<file path="src/rtl/cache_tag_ctrl.sv">
// Lookup/control stage in front of a 2-way, 512-set tag array.
// Clears the array after reset, then services one address request at a time:
// reads the set, compares both ways, reports hit/miss with hit or victim way,
// tracks per-set LRU, marks lines dirty on store hits and installs refilled tags.
module cache_tag_ctrl #(
    parameter int unsigned ADDR_WIDTH   = 9,
    parameter int unsigned TAG_WIDTH    = 17,
    parameter int unsigned OFFSET_WIDTH = 6,
    parameter int unsigned DATA_WIDTH   = 38
) (
    input  logic                  clock,
    input  logic                  reset_n,
    input  logic                  req_valid,
    output logic                  req_ready,
    input  logic [31:0]           req_addr,
    input  logic                  req_is_write,
    output logic                  resp_valid,
    input  logic                  resp_ready,
    output logic                  resp_hit,
    output logic                  resp_way,
    output logic                  resp_victim_dirty,
    output logic [TAG_WIDTH-1:0]  resp_victim_tag,
    input  logic                  refill_done,
    output logic                  tag_ce,
    output logic                  tag_we,
    output logic [ADDR_WIDTH-1:0] tag_raddr,
    output logic [ADDR_WIDTH-1:0] tag_waddr,
    output logic [DATA_WIDTH-1:0] tag_din,
    output logic [DATA_WIDTH-1:0] tag_wmask,
    input  logic [DATA_WIDTH-1:0] tag_dout
);

    localparam int unsigned WAY_W    = TAG_WIDTH + 2;
    localparam int unsigned NUM_SETS = 1 << ADDR_WIDTH;
    localparam int unsigned TAG_LSB  = OFFSET_WIDTH + ADDR_WIDTH;
    localparam int unsigned VALID_B  = TAG_WIDTH + 1;
    localparam int unsigned DIRTY_B  = TAG_WIDTH;

    localparam logic [DATA_WIDTH-1:0] WAY0_MASK   = {{(DATA_WIDTH-WAY_W){1'b0}}, {WAY_W{1'b1}}};
    localparam logic [DATA_WIDTH-1:0] WAY1_MASK   = ~WAY0_MASK;
    localparam logic [DATA_WIDTH-1:0] DIRTY0_MASK = {{(DATA_WIDTH-1){1'b0}}, 1'b1} << DIRTY_B;
    localparam logic [DATA_WIDTH-1:0] DIRTY1_MASK = {{(DATA_WIDTH-1){1'b0}}, 1'b1} << (WAY_W + DIRTY_B);

    typedef enum logic [2:0] {
        INIT,
        IDLE,
        LOOKUP,
        RESP,
        MISS
    } state_t;

    state_t                  state;
    logic [ADDR_WIDTH-1:0]   init_cnt;
    logic [NUM_SETS-1:0]     lru;
    logic [ADDR_WIDTH-1:0]   req_index;
    logic [TAG_WIDTH-1:0]    req_tag;
    logic                    req_wr;
    logic [DATA_WIDTH-1:0]   entry_q;

    // Only the tag and index fields of the address matter to this stage.
    logic unused_offset;
    assign unused_offset = ^req_addr[OFFSET_WIDTH-1:0];

    // Decode of the set read back from the array while in LOOKUP.
    logic [WAY_W-1:0]     rd_way0;
    logic [WAY_W-1:0]     rd_way1;
    logic                 hit0;
    logic                 hit1;
    logic                 hit_any;
    logic                 victim;
    logic [WAY_W-1:0]     victim_entry;
    logic                 lookup_way;

    // Way compare and victim selection on the freshly read set.
    always_comb begin
        rd_way0      = tag_dout[WAY_W-1:0];
        rd_way1      = tag_dout[DATA_WIDTH-1:WAY_W];
        hit0         = rd_way0[VALID_B] && (rd_way0[TAG_WIDTH-1:0] == req_tag);
        hit1         = rd_way1[VALID_B] && (rd_way1[TAG_WIDTH-1:0] == req_tag);
        hit_any      = hit0 || hit1;
        if (!rd_way0[VALID_B]) begin
            victim = 1'b0;
        end else if (!rd_way1[VALID_B]) begin
            victim = 1'b1;
        end else begin
            victim = lru[req_index];
        end
        victim_entry = victim ? rd_way1 : rd_way0;
        if (hit0) begin
            lookup_way = 1'b0;
        end else if (hit1) begin
            lookup_way = 1'b1;
        end else begin
            lookup_way = victim;
        end
    end

    // Write-side decode for the two update paths out of RESP and MISS.
    logic                 hit_dirty;
    logic                 dirty_fire;
    logic                 refill_fire;
    logic [WAY_W-1:0]     new_entry;

    always_comb begin
        hit_dirty   = resp_way ? entry_q[WAY_W + DIRTY_B] : entry_q[DIRTY_B];
        dirty_fire  = (state == RESP) && resp_ready && resp_hit && req_wr && !hit_dirty;
        refill_fire = (state == MISS) && refill_done;
        new_entry   = {1'b1, req_wr, req_tag};
    end

    // Main control FSM; handshake and response outputs are registered here.
    always_ff @(posedge clock) begin
        if (!reset_n) begin
            state             <= INIT;
            init_cnt          <= '0;
            lru               <= '0;
            req_index         <= '0;
            req_tag           <= '0;
            req_wr            <= 1'b0;
            entry_q           <= '0;
            req_ready         <= 1'b0;
            resp_valid        <= 1'b0;
            resp_hit          <= 1'b0;
            resp_way          <= 1'b0;
            resp_victim_dirty <= 1'b0;
            resp_victim_tag   <= '0;
        end else begin
            case (state)
                INIT: begin
                    init_cnt <= init_cnt + 1'b1;
                    if (init_cnt == '1) begin
                        state     <= IDLE;
                        req_ready <= 1'b1;
                    end
                end
                IDLE: begin
                    if (req_valid) begin
                        req_index <= req_addr[TAG_LSB-1:OFFSET_WIDTH];
                        req_tag   <= req_addr[TAG_LSB +: TAG_WIDTH];
                        req_wr    <= req_is_write;
                        req_ready <= 1'b0;
                        state     <= LOOKUP;
                    end
                end
                LOOKUP: begin
                    resp_valid        <= 1'b1;
                    resp_hit          <= hit_any;
                    resp_way          <= lookup_way;
                    resp_victim_dirty <= !hit_any && victim_entry[VALID_B] && victim_entry[DIRTY_B];
                    resp_victim_tag   <= hit_any ? '0 : victim_entry[TAG_WIDTH-1:0];
                    entry_q           <= tag_dout;
                    state             <= RESP;
                end
                RESP: begin
                    if (resp_ready) begin
                        resp_valid <= 1'b0;
                        if (resp_hit) begin
                            lru[req_index] <= ~resp_way;
                            req_ready      <= 1'b1;
                            state          <= IDLE;
                        end else begin
                            state <= MISS;
                        end
                    end
                end
                MISS: begin
                    if (refill_done) begin
                        lru[req_index] <= ~resp_way;
                        req_ready      <= 1'b1;
                        state          <= IDLE;
                    end
                end
                default: begin
                    state     <= INIT;
                    init_cnt  <= '0;
                    req_ready <= 1'b0;
                end
            endcase
        end
    end

    // Tag array port drive. The read address must follow req_addr in the
    // accept cycle, so these are decoded from state rather than registered;
    // they are held at zero while reset is asserted.
    always_comb begin
        tag_ce    = 1'b0;
        tag_we    = 1'b0;
        tag_raddr = '0;
        tag_waddr = '0;
        tag_din   = '0;
        tag_wmask = '0;
        if (reset_n) begin
            case (state)
                INIT: begin
                    tag_ce    = 1'b1;
                    tag_we    = 1'b1;
                    tag_waddr = init_cnt;
                    tag_wmask = '1;
                end
                IDLE: begin
                    if (req_valid) begin
                        tag_ce    = 1'b1;
                        tag_raddr = req_addr[TAG_LSB-1:OFFSET_WIDTH];
                    end
                end
                RESP: begin
                    if (dirty_fire) begin
                        tag_ce    = 1'b1;
                        tag_we    = 1'b1;
                        tag_waddr = req_index;
                        tag_wmask = resp_way ? DIRTY1_MASK : DIRTY0_MASK;
                        tag_din   = entry_q | tag_wmask;
                    end
                end
                MISS: begin
                    if (refill_fire) begin
                        tag_ce    = 1'b1;
                        tag_we    = 1'b1;
                        tag_waddr = req_index;
                        tag_wmask = resp_way ? WAY1_MASK : WAY0_MASK;
                        tag_din   = resp_way ? {new_entry, entry_q[WAY_W-1:0]}
                                             : {entry_q[DATA_WIDTH-1:WAY_W], new_entry};
                    end
                end
                default: begin
                    tag_ce = 1'b0;
                end
            endcase
        end
    end

    // Structural invariants of the control handshake.
    a_we_implies_ce: assert property (@(posedge clock) disable iff (!reset_n)
        tag_we |-> tag_ce);
    a_ready_resp_excl: assert property (@(posedge clock) disable iff (!reset_n)
        !(req_ready && resp_valid));

endmodule
</file>
<file path="config.mk">
export PLATFORM = sky130hd
export DESIGN_NAME = cache_tag_ctrl
export DESIGN_NICKNAME = d
export VERILOG_FILES = /design/src/rtl/cache_tag_ctrl.sv
export SDC_FILE = /design/constraint.sdc
export NUM_CORES = 1
export LEC_CHECK = 0
export BUFFER_PORTS_ARGS = -buffer_cell sky130_fd_sc_hd__buf_2
export CORE_UTILIZATION = 51
export CTS_CLUSTER_DIAMETER = 200
export CTS_CLUSTER_SIZE = 10
export DETAILED_ROUTE_END_ITERATION = 8
export GPL_TIMING_DRIVEN = 0
export PLACE_DENSITY = 0.72
export SLEW_MARGIN = 20
export SYNTH_ARGS = -nofsm -noshare
export SYNTH_HDL_FRONTEND = slang
export SYNTH_SLANG_ARGS = --single-unit
</file>
<file path="constraint.sdc">
create_clock -name clock -period 4.22 [get_ports clock]
set_input_delay 1.266 -clock clock [delete_from_list [all_inputs] [get_ports clock]]
set_output_delay 1.266 -clock clock [all_outputs]
set_load 0.01 [all_outputs]
</file>
* After elaboration in Yosys (flattened, before gate mapping)
Index checks and enable logic that the tools add are counted.
Operators by class: order comparisons 2, equal/unequal tests 12, reduce and logical (&&, ||, !) cells 22, bitwise gates (word level) 3, multiplexer cells 56, add/subtract/negate cells 1
Operator list (number):
- 2-to-1 mux 512 bit | 3
- case mux 512 bit (2 select lines) | 1
- bitwise mux 512 bit | 1
- 2-to-1 mux 38 bit | 7
- case mux 38 bit (3 select lines) | 1
- case mux 38 bit (2 select lines) | 1
- 2-to-1 mux 37 bit | 2
- 2-to-1 mux 9 bit | 6
- OR 38 x 37 -> 38 bit | 1
- equality test 17 bit | 2
- case mux 9 bit (3 select lines) | 1
- 2-to-1 mux 19 bit | 1
- 2-to-1 mux 1 bit | 18
- case mux 9 bit (2 select lines) | 1
- 2-to-1 mux 17 bit | 1
- 2-to-1 mux 3 bit | 5
- case mux 3 bit (5 select lines) | 1
- logical AND 1 bit | 10
- less-than comparator 9 x 10 -> 1 bit, second input constant | 1
- inequality test 2 bit, second input constant | 5
- adder 9 x 1 -> 9 bit, second input constant | 1
- binary-select mux 1 bit (select 9 bit) | 1
- demux 1 bit (select 9 bit) | 1
- equality test 9 bit, second input constant | 1
- 17 further kinds | 23
Word-level totals: output and inout bits 118, flip-flop bits (word level) 611

* Longest topological paths before layout
depth in word-level cells 8, depth in mapped cells 14, gate-level depth less buffers 10

* Worst setup path after synthesis
No wires, ideal clock.
path kind input-to-output, from in refill_done, to out tag_wmask[10], path buffers 2, data required time 2.954 ns, path slack -0.159 ns, arrival time 3.113 ns, cell stages on the path 6, cell sequence nand3_1 nor2_1 clkbuf_1 nor2_1 nor2_1 buf_4
Between the ends: word-level cells in the longest chain between the ends 4
Ends and longest elaborated chain:
- from (decl) | line 23 | input logic refill_done,
- logical AND 1 bit | line 107 | refill_fire = (state == MISS) && refill_done;
- 2-to-1 mux 38 bit | line 216 | if (refill_fire) begin
- case mux 38 bit (3 select lines) | line 193 | case (state)
- 2-to-1 mux 38 bit | line 192 | if (reset_n) begin
- to (decl) | line 29 | output logic [DATA_WIDTH-1:0] tag_wmask,
No other way between the ends.

* Worst setup path in the final report
from reg req_index[3], to reg resp_victim_tag[9]
Between the ends: word-level cells in the longest chain between the ends 6
Ends and longest elaborated chain:
- from (decl) | line 55 | logic [ADDR_WIDTH-1:0] req_index;
- from (signal assigned) | line 138 | req_index <= req_addr[TAG_LSB-1:OFFSET_WIDTH];
- binary-select mux 1 bit (select 9 bit) | line 86 | victim = lru[req_index];
- 2-to-1 mux 1 bit (implied by the code) | line 86
- 2-to-1 mux 1 bit | line 83 | end else if (!rd_way1[VALID_B]) begin
- 2-to-1 mux 1 bit | line 81 | if (!rd_way0[VALID_B]) begin
- 2-to-1 mux 19 bit | line 88 | victim_entry = victim ? rd_way1 : rd_way0;
- 2-to-1 mux 17 bit | line 150 | resp_victim_tag <= hit_any ? '0 : victim_entry[TAG_WIDTH-1:0];
- to (signal assigned) | line 150
- to (decl) | line 22 | output logic [TAG_WIDTH-1:0] resp_victim_tag,
No other way between the ends. The select of a mux whose other input is x is not followed. A chain may end at the register's enable or synchronous reset.

==> results.md <==
- Synth top area share: 0.409
- Arrival @ worst endpoint: 5.00 ns
- Power density cells: 343 nW/µm²
- Crit path capture: resp_victim_tag[9]
- Worst r2r path cells: 12
- FF-to-FF setup slack: -0.22 ns
- FF+latch count, synth: 611
- CP Class: reg -> reg
- Area delta synth->final: 13.5%
- Clock sink count: 611
- CTS buffer count: 71
- EDFF count, synth: 0
- Max Buffers Root-to-Sink: 3
- Hold Slack: 0.456 ns
- Drt first pass iters: 8
- Gr usage total: 0.427
- Mean routed wirelength per cell: 28.4 µm
- Most numerous cell in the Yosys netlist: dfxtp_1
- Max_cap viols: 0
- Primary FF master, synth: dfxtp_1
- Number of fill cells: 5249
- Leakage: 10.7 nW
- Die area: 59500 µm²
- Num rows: 88
- Setup ws final: -0.218 ns
- Number of global-route vias before repair: 28500
- Final WL: 131000 µm
- CP max-delay cell: clkbuf_4
- Port buffer count: 187
- Post-route DRC: 2
- Final period utilization: 1.05
- Crit Path Max Fanout: 10
- Critical Path, Cell by Cell: buf_2 -> clkbuf_4 -> buf_4 -> mux4_2 -> mux2i_4 -> o22ai_1 -> nor3_1 -> a22o_1 -> nand3_2 -> a21boi_4 -> buf_6 -> a221o_1
- Clock Latency Late Sink: 0.63 ns
- Reg clk slew, reported paths: 0.06 ns
- Seq/Total Area, Yosys: 0.409
- Final hold viol count: 0
- Cts hold-fix bufs: 0
- Max Clock Skew: 0.0306 ns
- Cells after synthesis: 3559
- Worst EP required: 4.79 ns
- Max VDD drop: 0.267 mV
- Crit path from: req_index[3]
- Largest net degree at the start of global routing: 19
- Core ar.: 57800 µm²
- Tmin final: 4.44 ns
- H-tree depth: 3
- Vias per cell: 6.86
- Finish-stage setup viols: 66
- Worst path max stage delay: 0.51 ns
- Die width: 244 µm
- Post-synthesis async set-or-reset flop share: 0
- CTS tree: done
- Synth area leader: dfxtp_1
- YS warnings: 0
- Placed Cells: 4511
- Root buffer cell: clkbuf_16
- Total number of vias: 31600
- First-pass GRT wire length: 189000 µm
- Initial antenna violation count: 9
- R2R Path End: resp_victim_tag[9]
- Nets@finish: 3898
- Share of cells above drive strength 1: 0.131
- Antenna Nets Post-Route: 0
- Max Transition Viols Final: 0
- Die H: 244 µm
- Violated checks: design-rule violations, negative setup slack
- Unrepaired setup endpoints after global routing: no
- Post-Syn Area per Cell: 8.39 µm²
- Unique masters post-synth: 69
- GPL Wtd Cong: 1.02
- Post-synth net total: 3637
- Aggregate global routing overflow: 0
- Initial Util: 0.517
- Hold Crit Class: reg -> reg
- DP HPWL: 84900 µm
- Initial DRC Count: 5044
- Outcome: complete, but fails checks
- Top-Level Pins: 194
- Worst setup EP type: flop
- Max_slew headroom: 0.172
- Reg2reg start: req_index[3]
- Crit start category: flop
- Synth area leaders: dfxtp_1 (41%), or3_1 (9.9%), a21oi_1 (9.5%)
- Synth top cells by count: dfxtp_1 (611), a21oi_1 (566), o21ai_0 (486)
- Mapped cell area: 29900 µm²
- FMAX: 0.225 GHz
- Fin cells: 4599
- Slew @ Worst Pin: 1.24 ns
-- flip-flops by register name, indices dropped and copies added, names as in the netlist, 3 cells and up --
register	flops
lru	512
entry_q	38
req_tag	17
resp_victim_tag	17
init_cnt	9
req_index	9
state	3
-- cells by family (layout without fill, tap and decap cells) --
logic type | Yosys count | count (layout) | share of synthesized area
AO/OA/AOI/OAI | 1256 | 1256 | 0.230
XOR/XNOR | 35 | 35 | 0.0103
adder cells (fa/ha/maj) | 2 | 2 | 0.000838
buffers and inverters | 455 | 722 | 0.0694
flip-flops | 611 | 611 | 0.409
multiplexers | 180 | 180 | 0.100
other | 0 | 8 | 0
AND/OR/NAND/NOR | 1020 | 1020 | 0.180
-- critical path, delay by kind of cell (launching register included) --
family / cells / cell delay, ns
mux: 2 / 0.80
buf+inv: 4 / 1.57
flops: 1 / 0.31
compound gates: 4 / 1.10
simple gates: 2 / 0.57
-- layout by cell type (no fill, tap or decap), types with 9 or more instances in the layout --
master     synthesis  final
a221o_1           10     10
mux2_2             9      9
mux2i_1           75     73
o22ai_1           15     15
xnor2_1           27     27
nand3_1           36     35
buf_6             18     17
and3_1            36     36
nor2b_1           13     13
a21oi_1          566    565
buf_2             23    202
clkbuf_1         356    338
a22oi_1           61     61
dfxtp_1          611    609
clkbuf_16          0     74
clkbuf_2           0     11
nand2_1          221    220
mux4_2            86     86
a211oi_1          56     55
inv_1             10     10
or3_1            471    471
nor4_1            15     15
nor3_1            12     12
buf_4             42     51
o21ai_0          486    486
nand4_1           12     12
nor2_1           175    169
-- power breakdown --
| group | internal, mW | leakage (nW) | switching, mW | total, mW |
|---|---|---|---|---|
| registers | 5.77 | 4.92 | 0.00306 | 5.77 |
| logic | 0.101 | 4.86 | 0.217 | 0.319 |
| clock network | 3.09 | 0.934 | 2.46 | 5.55 |
-- area by class of cell --
class,instances,area [µm²],area share
sequential,611,12200,0.361
inverter,11,41.3,0.00122
clock inverter,4,42.5,0.00125
clock buffer,75,1860,0.0547
tap,765,957,0.0282
timing repair buffer,192,986,0.0291
multi-input combinational,2493,15700,0.463
buffer,440,2070,0.0610
antenna,8,20.0,0.000590
-- what timing repair did --
item	CTS	global route
resized for setup	32	28
setup buffers	3	2
endpoints found under the setup margin	94	101
pin swaps	2	4
endpoints found under the hold margin	0	0
-- per-stage QoR --
| stage | cell area [µm²] | utilization | power, mW | worst slack (ns) | setup TNS (ns) |
|---|---|---|---|---|---|
| global placement | 31800 | 0.550 | 6.20 | -0.937 | -38.53 |
| CTS | 33800 | 0.584 | 11.6 | 0.00252 | 0 |
| floorplan | 29900 | - | 6.06 | 0.0958 | 0 |
| global route | 33900 | 0.586 | 11.8 | 0.00952 | 0 |
| detailed placement | 31800 | 0.550 | 6.20 | -1.02 | -39.37 |
| finish | 33900 | 0.587 | 11.6 | -0.218 | -4.98 |
-- how the worst min path moves through the flow --
stage	from	endpoint	slack, ns	depth (start not counted)
after global placement	entry_q[35]	entry_q[35]	0.44	2
after global routing	entry_q[12]	entry_q[12]	0.48	2
after CTS	entry_q[21]	entry_q[21]	0.45	2
final	entry_q[23]	entry_q[23]	0.46	2
after floorplan	entry_q[0]	entry_q[0]	0.44	2
after detailed placement	entry_q[21]	entry_q[21]	0.45	2
-- per-layer routing --
| metal | part of all wire | GRT usage |
|---|---|---|
| met5 | 0.00087 | 0.00735 |
| met4 | 0.075 | 0.282 |
| met3 | 0.15 | 0.156 |
| met2 | 0.40 | 0.590 |
| met1 | 0.37 | 0.554 |
Note: power is estimated with default switching activity, not from simulation.
